===== src/rtl/fetch_sequencer_pkg.sv =====
// Shared definitions for the fetch sequencer slice: sequencer state
// encoding, default parameter values and the branch-target table contents.
package fetch_sequencer_pkg;

  typedef enum logic [1:0] {
    IDLE = 2'd0,
    RUN  = 2'd1,
    HALT = 2'd2
  } state_t;

  localparam int unsigned D_DEFAULT        = 12;
  localparam int unsigned START_PC_DEFAULT = 0;

  // Branch-target table: index -> absolute fetch address.
  localparam logic [3:0]  LUT_IDX1 = 4'd1;
  localparam logic [3:0]  LUT_IDX2 = 4'd2;
  localparam logic [3:0]  LUT_IDX3 = 4'd3;
  localparam logic [3:0]  LUT_IDX4 = 4'd4;
  localparam int unsigned LUT_TGT1 = 45;
  localparam int unsigned LUT_TGT2 = 69;
  localparam int unsigned LUT_TGT3 = 80;
  localparam int unsigned LUT_TGT4 = 91;

endpackage


===== src/rtl/fetch_sequencer_branch_target_table.sv =====
// branch_target_table: combinational lookup of a branch target address.
// Ports:
//   index  [3:0]   table index supplied with the branch
//   target [D-1:0] target address (0 when the index is unmapped)
//   Hit            high when index maps to a table entry
module branch_target_table
  import fetch_sequencer_pkg::*;
#(
  parameter int unsigned D = D_DEFAULT
) (
  input  logic [3:0]   index,
  output logic [D-1:0] target,
  output logic         Hit
);

  always_comb begin
    target = '0;
    Hit    = 1'b0;
    unique case (index)
      LUT_IDX1: begin target = D'(LUT_TGT1); Hit = 1'b1; end
      LUT_IDX2: begin target = D'(LUT_TGT2); Hit = 1'b1; end
      LUT_IDX3: begin target = D'(LUT_TGT3); Hit = 1'b1; end
      LUT_IDX4: begin target = D'(LUT_TGT4); Hit = 1'b1; end
      default:  begin target = '0;           Hit = 1'b0; end
    endcase
  end

endmodule


===== src/rtl/fetch_sequencer.sv =====
// fetch_sequencer: IDLE/RUN/HALT program-counter sequencer with
// table-driven branch redirects, stall hold and a retired-cycle counter.
// Ports:
//   Clk, Reset       clock, synchronous active-high reset
//   Start            start/restart (honoured in IDLE and HALT only)
//   Stall            freeze PC, state and counters for the cycle
//   BranchEn,LutAddr taken branch and its table index
//   HaltInstr        terminate the program
//   PC               registered program counter
//   Fetching         high in RUN
//   Flush            one-cycle pulse after a branch redirect
//   Done             high in HALT
//   BadTarget        sticky: branch taken with an unmapped index
//   InstrCount       saturating count of non-stalled RUN cycles
// All outputs are decoded from registers only.
module fetch_sequencer
  import fetch_sequencer_pkg::*;
#(
  parameter int unsigned D        = D_DEFAULT,
  parameter int unsigned START_PC = START_PC_DEFAULT
) (
  input  logic         Clk,
  input  logic         Reset,
  input  logic         Start,
  input  logic         Stall,
  input  logic         BranchEn,
  input  logic [3:0]   LutAddr,
  input  logic         HaltInstr,
  output logic [D-1:0] PC,
  output logic         Fetching,
  output logic         Flush,
  output logic         Done,
  output logic         BadTarget,
  output logic [15:0]  InstrCount
);

  state_t       state, state_n;
  logic [D-1:0] pc_q, pc_n;
  logic [15:0]  cnt_q, cnt_n;
  logic         bad_q, bad_n;
  logic         flush_q, flush_n;

  logic [D-1:0] lut_target;
  logic         lut_hit;

  branch_target_table #(.D(D)) u_table (
    .index  (LutAddr),
    .target (lut_target),
    .Hit    (lut_hit)
  );

  always_ff @(posedge Clk) begin
    if (Reset) begin
      state   <= IDLE;
      pc_q    <= D'(START_PC);
      cnt_q   <= '0;
      bad_q   <= 1'b0;
      flush_q <= 1'b0;
    end else begin
      state   <= state_n;
      pc_q    <= pc_n;
      cnt_q   <= cnt_n;
      bad_q   <= bad_n;
      flush_q <= flush_n;
    end
  end

  always_comb begin
    state_n = state;
    pc_n    = pc_q;
    cnt_n   = cnt_q;
    bad_n   = bad_q;
    flush_n = 1'b0;
    unique case (state)
      IDLE, HALT: begin
        if (Start) begin
          state_n = RUN;
          pc_n    = D'(START_PC);
          cnt_n   = '0;
          bad_n   = 1'b0;
        end
      end
      RUN: begin
        if (!Stall) begin
          if (cnt_q != '1) cnt_n = cnt_q + 16'd1;
          if (HaltInstr) begin
            state_n = HALT;
          end else if (BranchEn && lut_hit) begin
            pc_n    = lut_target;
            flush_n = 1'b1;
          end else begin
            // Unmapped branch targets fall through sequentially and
            // latch the sticky error instead of redirecting.
            pc_n = pc_q + D'(1);
            if (BranchEn) bad_n = 1'b1;
          end
        end
      end
      default: state_n = IDLE;
    endcase
  end

  assign PC         = pc_q;
  assign Fetching   = (state == RUN);
  assign Done       = (state == HALT);
  assign Flush      = flush_q;
  assign BadTarget  = bad_q;
  assign InstrCount = cnt_q;

endmodule


===== config.mk =====
export PLATFORM = sky130hd
export DESIGN_NAME = fetch_sequencer
export DESIGN_NICKNAME = d
export VERILOG_FILES = /design/src/rtl/fetch_sequencer_pkg.sv /design/src/rtl/fetch_sequencer_branch_target_table.sv /design/src/rtl/fetch_sequencer.sv
export SDC_FILE = /design/constraint.sdc
export NUM_CORES = 1
export LEC_CHECK = 0
export ABC_AREA = 1
export ABC_CLOCK_PERIOD_IN_PS = 3800
export CAP_MARGIN = 10
export CORE_MARGIN = 1.5
export CORE_UTILIZATION = 50
export CTS_CLUSTER_SIZE = 20
export DETAILED_ROUTE_END_ITERATION = 12
export GPL_ROUTABILITY_DRIVEN = 0
export PLACE_DENSITY = 0.79
export SYNTH_ARGS = -nofsm -noshare
export SYNTH_HDL_FRONTEND = slang
export SYNTH_HIERARCHICAL = 1
export SYNTH_SLANG_ARGS = --single-unit

===== constraint.sdc =====
create_clock -name Clk -period 3.8 [get_ports Clk]
set_clock_uncertainty 0.2 [all_clocks]
set_input_delay 0.76 -clock Clk [delete_from_list [all_inputs] [get_ports Clk]]
set_output_delay 0.76 -clock Clk [all_outputs]
set_load 0.005 [all_outputs]

* Yosys cells after proc, flatten, opt, wreduce, memory -nomap -nowiden
Index checks and enable logic that the tools add are counted. Widths: inputs -> output; s select.
Operators by class: order comparisons 0, add/sub/neg operators 2, multiplexer cells 22, reductions and logical operators 10, eq/ne operators 14, shift operators 0, bitwise gates (word level) 1, multipliers 0, divide/modulo/power cells 0
Operator list (count):
- $mux 12 | 4
- $mux 16 | 3
- $pmux 16 s2 | 1
- $pmux 7 s4 | 1
- $pmux 12 s2 | 1
- $add 16x1->16 const B | 1
- $ne 16x16->1 const B | 1
- $add 12x1->12 const B | 1
- $ne 2x2->1 const B | 6
- $eq 4x2->1 const B | 2
- $reduce_and 4->1 | 2
- $reduce_or 4->1 | 2
- $mux 1 | 7
- $mux 2 | 3
- $reduce_and 6->1 | 1
- $eq 4x1->1 const B | 1
- $eq 4x3->1 const B | 1
- $pmux 2 s2 | 1
- $reduce_and 3->1 | 1
- $eq 2x1->1 const B | 1
- $eq 2x2->1 const B | 1
- $logic_not 2->1 | 1
- $ne 2x1->1 const B | 1
- $pmux 1 s2 | 1
- 4 further kinds | 4
Storage, ports and cells: RAM bits 0, memory bits (read-only) 0, word-level logic and storage cells 54, input bits 10, latch bits 0, register bits 32, memories 0, output and inout bits 32

* Depth between registers and ports, before layout
Gate-level depths: netlist of the first run.
word-level depth 8, mapped depth 11

* By module
Netlist of the first run, hierarchy kept.
By module, submodules not included:
- fetch_sequencer | sequential area each 640.6 um^2, area each 2000.7 um^2, times used 1, cells each 318
- branch_target_table | sequential area each 0.0 um^2, area each 192.7 um^2, times used 1, cells each 30

* Worst setup path after synthesis of the first run
No wires, ideal clock.
kind input-to-reg, start point input LutAddr[3], end point register pc_q[0], in the netlist PC[0], library setup time 0.086 ns, cell stages on the path 10, setup slack 1.742 ns, data arrival time 1.773 ns, cells stage by stage inv_2 > nand2_4 > nor2_2 > nor2_4 > nand2_1 > nand2_1 > clkbuf_1 > a21oi_1 > o21ai_1 > a211oi_1
Between the ends: word-level cells in the longest chain between the ends 8, elaborated cells on any way between the ends 12
Ends and longest elaborated chain:
- start, declared | RTL line fetch_sequencer.sv:27 | input logic [3:0] LutAddr,
- $eq 4x1->1, or another cell as far along | RTL line fetch_sequencer_branch_target_table.sv:19 | unique case (index)
- $reduce_or 4->1 (no line) (*)
- $mux 1 (*) | RTL line fetch_sequencer_branch_target_table.sv:19
- via lut_hit | RTL line fetch_sequencer.sv:44 | logic lut_hit;
- $logic_and 1x1->1 (*) | RTL line fetch_sequencer.sv:88 | end else if (BranchEn && lut_hit) begin
- $mux 12 (*) | RTL line fetch_sequencer.sv:88
- $mux 12 (*) | RTL line fetch_sequencer.sv:86 | if (HaltInstr) begin
- $mux 12 (*) | RTL line fetch_sequencer.sv:84 | if (!Stall) begin
- $pmux 12 s2 (*) | RTL line fetch_sequencer.sv:74 | unique case (state)
- end signal, assigned | RTL line fetch_sequencer.sv:55 | pc_q <= D'(START_PC);
- end signal, assigned | RTL line fetch_sequencer.sv:61 | pc_q <= pc_n;
- end, declared | RTL line fetch_sequencer.sv:38 | logic [D-1:0] pc_q, pc_n;
Mark *: on every way through the listed nets, which the timed path passes. The rest lies on a longest branch. The select of a mux whose other input is x is not followed. A chain may end at the register's enable or synchronous reset.

* Final worst setup path of the first run
start point input LutAddr[2], end point register pc_q[1], in the netlist PC[1]
The elaborated chain is that of the path after synthesis.

==> impl_metrics.tcl, run 1 <==
set metrics [dict create \
    cts.htree.levels 2 \
    routed_wl_um 4982 \
    numCtsBuffers 5 \
    yosysUniqueCellTypes 32 \
    num_rows 23 \
    die_w_um 69.23 \
    grt_max_degree 22 \
    nets 399 \
    grt_pass1_wl_um 8700 \
    post-cts-setup-buffers 0 \
    async_reset_ff_share_pct 0 \
    worst_setup_path_end_kind "register" \
    fmax_ghz 0.3703 \
    drv_cap 0 \
    required_ns 3.78 \
    dieArea_mm2 0.004793 \
    antenna_cells 0 \
    critPathLaunchType "input pin" \
    stdcell_area_mm2 0.002689 \
    routedWlPerCell_um 11.37 \
    pwr_density_cell_mw_per_mm2 287.1 \
    grt_pass1_vias 1961 \
    hold_buffers 0 \
    crit_type "input pin to register" \
    regArea_um2 640.6 \
    totalPowerFinal_uw 771.9 \
    min_from "BadTarget" \
    clockBufferDepth 2 \
    ys_seq_area_share_pct 29.21 \
    coreArea_mm2 0.004115 \
    hp-class "register to register" \
    finalHoldViolations 0 \
    dp_hpwl_um 3668 \
    max_stage_delay_ns 0.51 \
    clk_pin_slew_ns 0.07 \
    avgSynthCellArea_um2 6.303 \
    ys.flop_type "dfxtp_1" \
    initial_utilization_pct 53.30 \
    clkLatencyLatePin_ns 0.28 \
    die_h_um 69.23 \
    finalSetupViolCount 0 \
    synthCells 348 \
    drt-vias-per-instance 5.158 \
    startpoint "LutAddr[2]" \
    multi_input_area_mm2 0.001314 \
    yosys.area.top_type "dfxtp_1" \
    cts_resized 0 \
    synth_seq_cells 32 \
    leakagePower_uw 0.001067 \
    track_usage_pct 21.69 \
    setup_ws_ns 1.100 \
    cts_root_buf "clkbuf_8" \
    numClockSinks 32 \
    syn_area_mm2 0.002193 \
    final_cells 438 \
    drc 0 \
    syn_to_final_growth_pct 22.59 \
    fill_cells 392 \
    portBuffers 41 \
    drt_first_pass_iters 4 \
    placed_area_mm2 0.002596 \
    r2r_start "state[1]" \
    crit_path_max_fanout 21 \
    cpMostUsedCell "nand2_1" \
    slew_viol_final 0 \
    yosysMostFrequentCell "nand2_1" \
    synth_top_cell_area_share_pct 29.21 \
    irDropWorstVdd_v 0.0001848 \
    period_needed_ns 2.700 \
    cp.arrival_ns 2.68 \
    io_pins 42 \
    r2r_slack_ns 1.80 \
    slew_headroom_pct 58.60 \
    cts_tree "built" \
    grt-ovfl-total 0 \
    path_cells "clkdlybuf4s50_1, inv_2, nand2_2, nor2_4, nor2_4, nand2_1, nand2_1, inv_1, nand2_1, a21oi_1, nor2_1, nor2_1" \
    worstMarginPinSlew_ns 0.6196 \
    drtIter0Drc 166 \
    status "finished, final reports clean" \
    crit_buf_inv 3 \
    critPathTopFamily "simple AND/OR/NAND/NOR gates" \
    post-place-ws_ns 0.7847 \
    drive_gt1_share_pct 10.82 \
    rsz0062_at_grt "no" \
    placed_cells 430 \
    yosysWarnings 6 \
    vias 2259 \
    min_period_over_period_pct 71.06 \
    synth_commonest_cells "nand2_1, nor2_1, inv_1, dfxtp_1, nand3_1" \
    synth-edff-count 0 \
    slowest_stage "clkdlybuf4s50_1" \
    finalSetupTns_ns 0 \
    ant_nets 0 \
    antenna_found_initial 0 \
    synthTopCellsByArea "dfxtp_1, nand2_1, nor2_1, nand3_1, inv_1" \
]
[logic make-up (layout without fill, tap and decap cells)]
logic type | Yosys count | after routing | share of synthesized area, %
AOI/OAI and AO/OA | 44 | 44 | 11.41
xor gates and xnor gates | 5 | 5 | 1.996
adders and majority gates | 2 | 2 | 1.141
buffers and inverters | 57 | 93 | 11.58
DFF | 32 | 32 | 29.21
other | 1 | 5 | 0.1710
and+or+nand+nor | 207 | 207 | 44.50
[cell usage in the layout (no fill, tap or decap), types with 5 or more instances in the layout]
cell,count
conb_1,5
inv_1,33
nand4_1,7
o21ai_0,8
nand3b_1,5
clkdlybuf4s50_1,41
nand3_1,28
clkbuf_8,6
dfxtp_1,32
nor2_4,7
nand2_2,6
nand2_1,91
inv_2,10
a21oi_1,24
nor2_1,51
[flip-flops by register name (all words and copies together), names as in the netlist]
signal / cells
PC: 12
InstrCount: 16
Flush: 1
BadTarget: 1
state: 2
[power breakdown]
part           switching [µW]  leakage [µW]  internal, µW  total (µW)
Clock                     129     0.0000510           144         274
Sequential               12.3      0.000259           345         357
Combinational            86.8      0.000757          54.5         141
Total                     228       0.00107           543         772
[layer usage]
layer	up-vias	routed length [µm]	global-route usage [%]	part of all wire [%]
met1	1025	2363	30.59	47
met4	0	52	5.882	1.0
met3	5	247	4.070	5.0
met5	-	0	0	0
li1	1168	-	-	-
met2	61	2319	33.97	47
[final timing paths]
check / end / cells past startpoint
max: PC[1] / 12
min: BadTarget / 2
max reg2reg: InstrCount[12] / 6
min reg2reg: BadTarget / 2
[layout make-up]
type                    count  share of cell area (%)
multi-input cells         263                   48.86
repair buffers             42                   15.54
inverters                  43                   6.003
clock inverters             2                  0.3723
clock buffers               6                   3.071
well taps                  50                   2.327
flip-flops and latches     32                   23.83
[tightest hold or removal path: stages, from the launching register on]
cell,delay [ns]
dfxtp_1,0.32
inv_1,0.05
a21oi_1,0.05
[through the flow]
stage | hold slack [ns] | utilization, %
4_1_cts | 0.2638 | 65.34
3_5_place_dp | 0.2438 | 63.09
2_1_floorplan | 0.2466 | -
5_1_grt | 0.2972 | 65.34
3_3_place_gp | 0.2487 | 63.09
6_report | 0.2641 | 65.34
Note: power is estimated with default switching activity, not from simulation.
==> run 2, diff against run 1 <==
--- a/config.mk
+++ b/config.mk
@@ -6,14 +6,14 @@
 export NUM_CORES = 1
 export LEC_CHECK = 0
 export ABC_AREA = 1
-export ABC_CLOCK_PERIOD_IN_PS = 3800
+export ABC_CLOCK_PERIOD_IN_PS = 2400
 export CAP_MARGIN = 10
 export CORE_MARGIN = 1.5
-export CORE_UTILIZATION = 50
+export CORE_UTILIZATION = 47
 export CTS_CLUSTER_SIZE = 20
 export DETAILED_ROUTE_END_ITERATION = 12
 export GPL_ROUTABILITY_DRIVEN = 0
-export PLACE_DENSITY = 0.79
+export PLACE_DENSITY = 0.78
 export SYNTH_ARGS = -nofsm -noshare
 export SYNTH_HDL_FRONTEND = slang
 export SYNTH_HIERARCHICAL = 1
==> constraint.sdc (replaced) <==
create_clock -name Clk -period 2.4 [get_ports Clk]
set_clock_uncertainty 0.2 [all_clocks]
set_input_delay 0.48 -clock Clk [delete_from_list [all_inputs] [get_ports Clk]]
set_output_delay 0.48 -clock Clk [all_outputs]
set_load 0.005 [all_outputs]
==> impl_metrics.tcl, run 2 (synthesis results as in run 1) <==
set metrics [dict create \
    drt_first_pass_iters 4 \
    fill_cells 431 \
    cts_root_buf "clkbuf_8" \
    crit_type "register to output port" \
    antenna_cells 0 \
    initial_utilization_pct 49.69 \
    totalPowerFinal_uw 1243 \
    clockBufferDepth 2 \
    min_period_over_period_pct 90.92 \
    irDropWorstVdd_v 0.0002585 \
    hold_buffers 0 \
    fmax_ghz 0.4583 \
    dp_hpwl_um 3747 \
    coreArea_mm2 0.004414 \
    cts_resized 0 \
    portBuffers 41 \
    worst_setup_path_end_kind "output port" \
    required_ns 1.72 \
    drv_cap 0 \
    period_needed_ns 2.182 \
    finalSetupViolCount 0 \
    finalHoldViolations 0 \
    placed_cells 435 \
    ant_nets 0 \
    grt_pass1_vias 1992 \
    mostFrequentLayoutCells "nand2_1, nor2_1, clkdlybuf4s50_1" \
    slew_viol_final 0 \
    die_w_um 71.32 \
    track_usage_pct 20.70 \
    r2r_slack_ns 0.46 \
    final_cells 443 \
    max_stage_delay_ns 0.53 \
    path_cells "inv_2, nor2_8, clkdlybuf4s50_1" \
    numClockSinks 32 \
    critPathLaunchType "register" \
    drt-vias-per-instance 5.131 \
    largest_register_ff_count 16 \
    routed_wl_um 5141 \
    vias 2273 \
    nets 402 \
    grt_max_degree 19 \
    pwr_density_cell_mw_per_mm2 458.3 \
    crit_path_max_fanout 6 \
    drc 0 \
    dieArea_mm2 0.005086 \
    hp-class "register to register" \
    grt-ovfl-total 0 \
    mostFrequentLayoutCell "nand2_1" \
    routedWlPerCell_um 11.60 \
    antenna_found_initial 0 \
    rsz0062_at_grt "no" \
    clkLatencyLatePin_ns 0.29 \
    grt_pass1_wl_um 8507 \
    cts_tree "built" \
    clk_pin_slew_ns 0.07 \
    crit_buf_inv 2 \
    leakagePower_uw 0.001075 \
    slowest_stage "clkdlybuf4s50_1" \
    die_h_um 71.32 \
    status "finished, final reports clean" \
    syn_to_final_growth_pct 23.62 \
    cts.htree.levels 2 \
    post-cts-setup-buffers 0 \
    cp.arrival_ns 1.50 \
    finalSetupTns_ns 0 \
    num_rows 24 \
    drive_gt1_share_pct 11.00 \
    critPathTopFamily "buffers and inverters" \
    drtIter0Drc 143 \
    numCtsBuffers 5 \
    io_pins 42 \
]
[run 2: cell type report]
| cell class | instances | area, µm² | area share, % |
|---|---|---|---|
| multi-input cells | 263 | 1314 | 48.45 |
| flip-flops and latches | 32 | 640.6 | 23.63 |
| clock buffers | 8 | 90.09 | 3.323 |
| repair buffers | 45 | 440.4 | 16.24 |
| well taps | 52 | 65.06 | 2.400 |
| inverters | 43 | 161.4 | 5.953 |
[run 2: stage by stage]
stage | cell area, µm² | worst slack, ns | util, % | hold WS (ns)
2_1_floorplan | 2208 | 0.6215 | - | 0.2466
3_3_place_gp | 2621 | 0.04771 | 59.38 | 0.2374
3_5_place_dp | 2621 | -0.04435 | 59.38 | 0.2394
4_1_cts | 2711 | 0.2097 | 61.42 | 0.2498
5_1_grt | 2711 | 0.06947 | 61.42 | 0.2712
6_report | 2711 | 0.2179 | 61.42 | 0.2463
[run 2: worst paths after layout]
kind,startpoint,end,cells after the start
min reg2reg,BadTarget,BadTarget,2
min,BadTarget,BadTarget,2
max,state[0],Fetching,3
max reg2reg,InstrCount[0],InstrCount[5],10
[run 2: tightest hold or removal path, cell delays in order, from the launching register on]
cell and delay (ns):
dfxtp_1 0.31, inv_1 0.04, a21oi_1 0.05
[run 2: power breakdown]
group          switching [µW]  total (µW)  internal, µW
clock network             209         443           234
registers                19.2         565           546
logic                     142         235          93.2
total                     370        1240           873
[run 2: metal layers]
metal  track usage, %  share of wire [%]  vias up
li1                 -                  -     1183
met1            26.21                 46     1019
met2            33.54                 47       61
met3            4.641                5.0       10
met4            9.644                2.0        0
met5                0                  0        -
==> run 3, diff against run 2 <==
--- a/config.mk
+++ b/config.mk
@@ -7,7 +7,7 @@
 export LEC_CHECK = 0
 export ABC_AREA = 1
 export ABC_CLOCK_PERIOD_IN_PS = 2400
-export CAP_MARGIN = 10
+export CAP_MARGIN = 15
 export CORE_MARGIN = 1.5
 export CORE_UTILIZATION = 47
 export CTS_CLUSTER_SIZE = 20
==> results of run 3 <==
Final layout, timing and power as in run 2 (identical DEF).
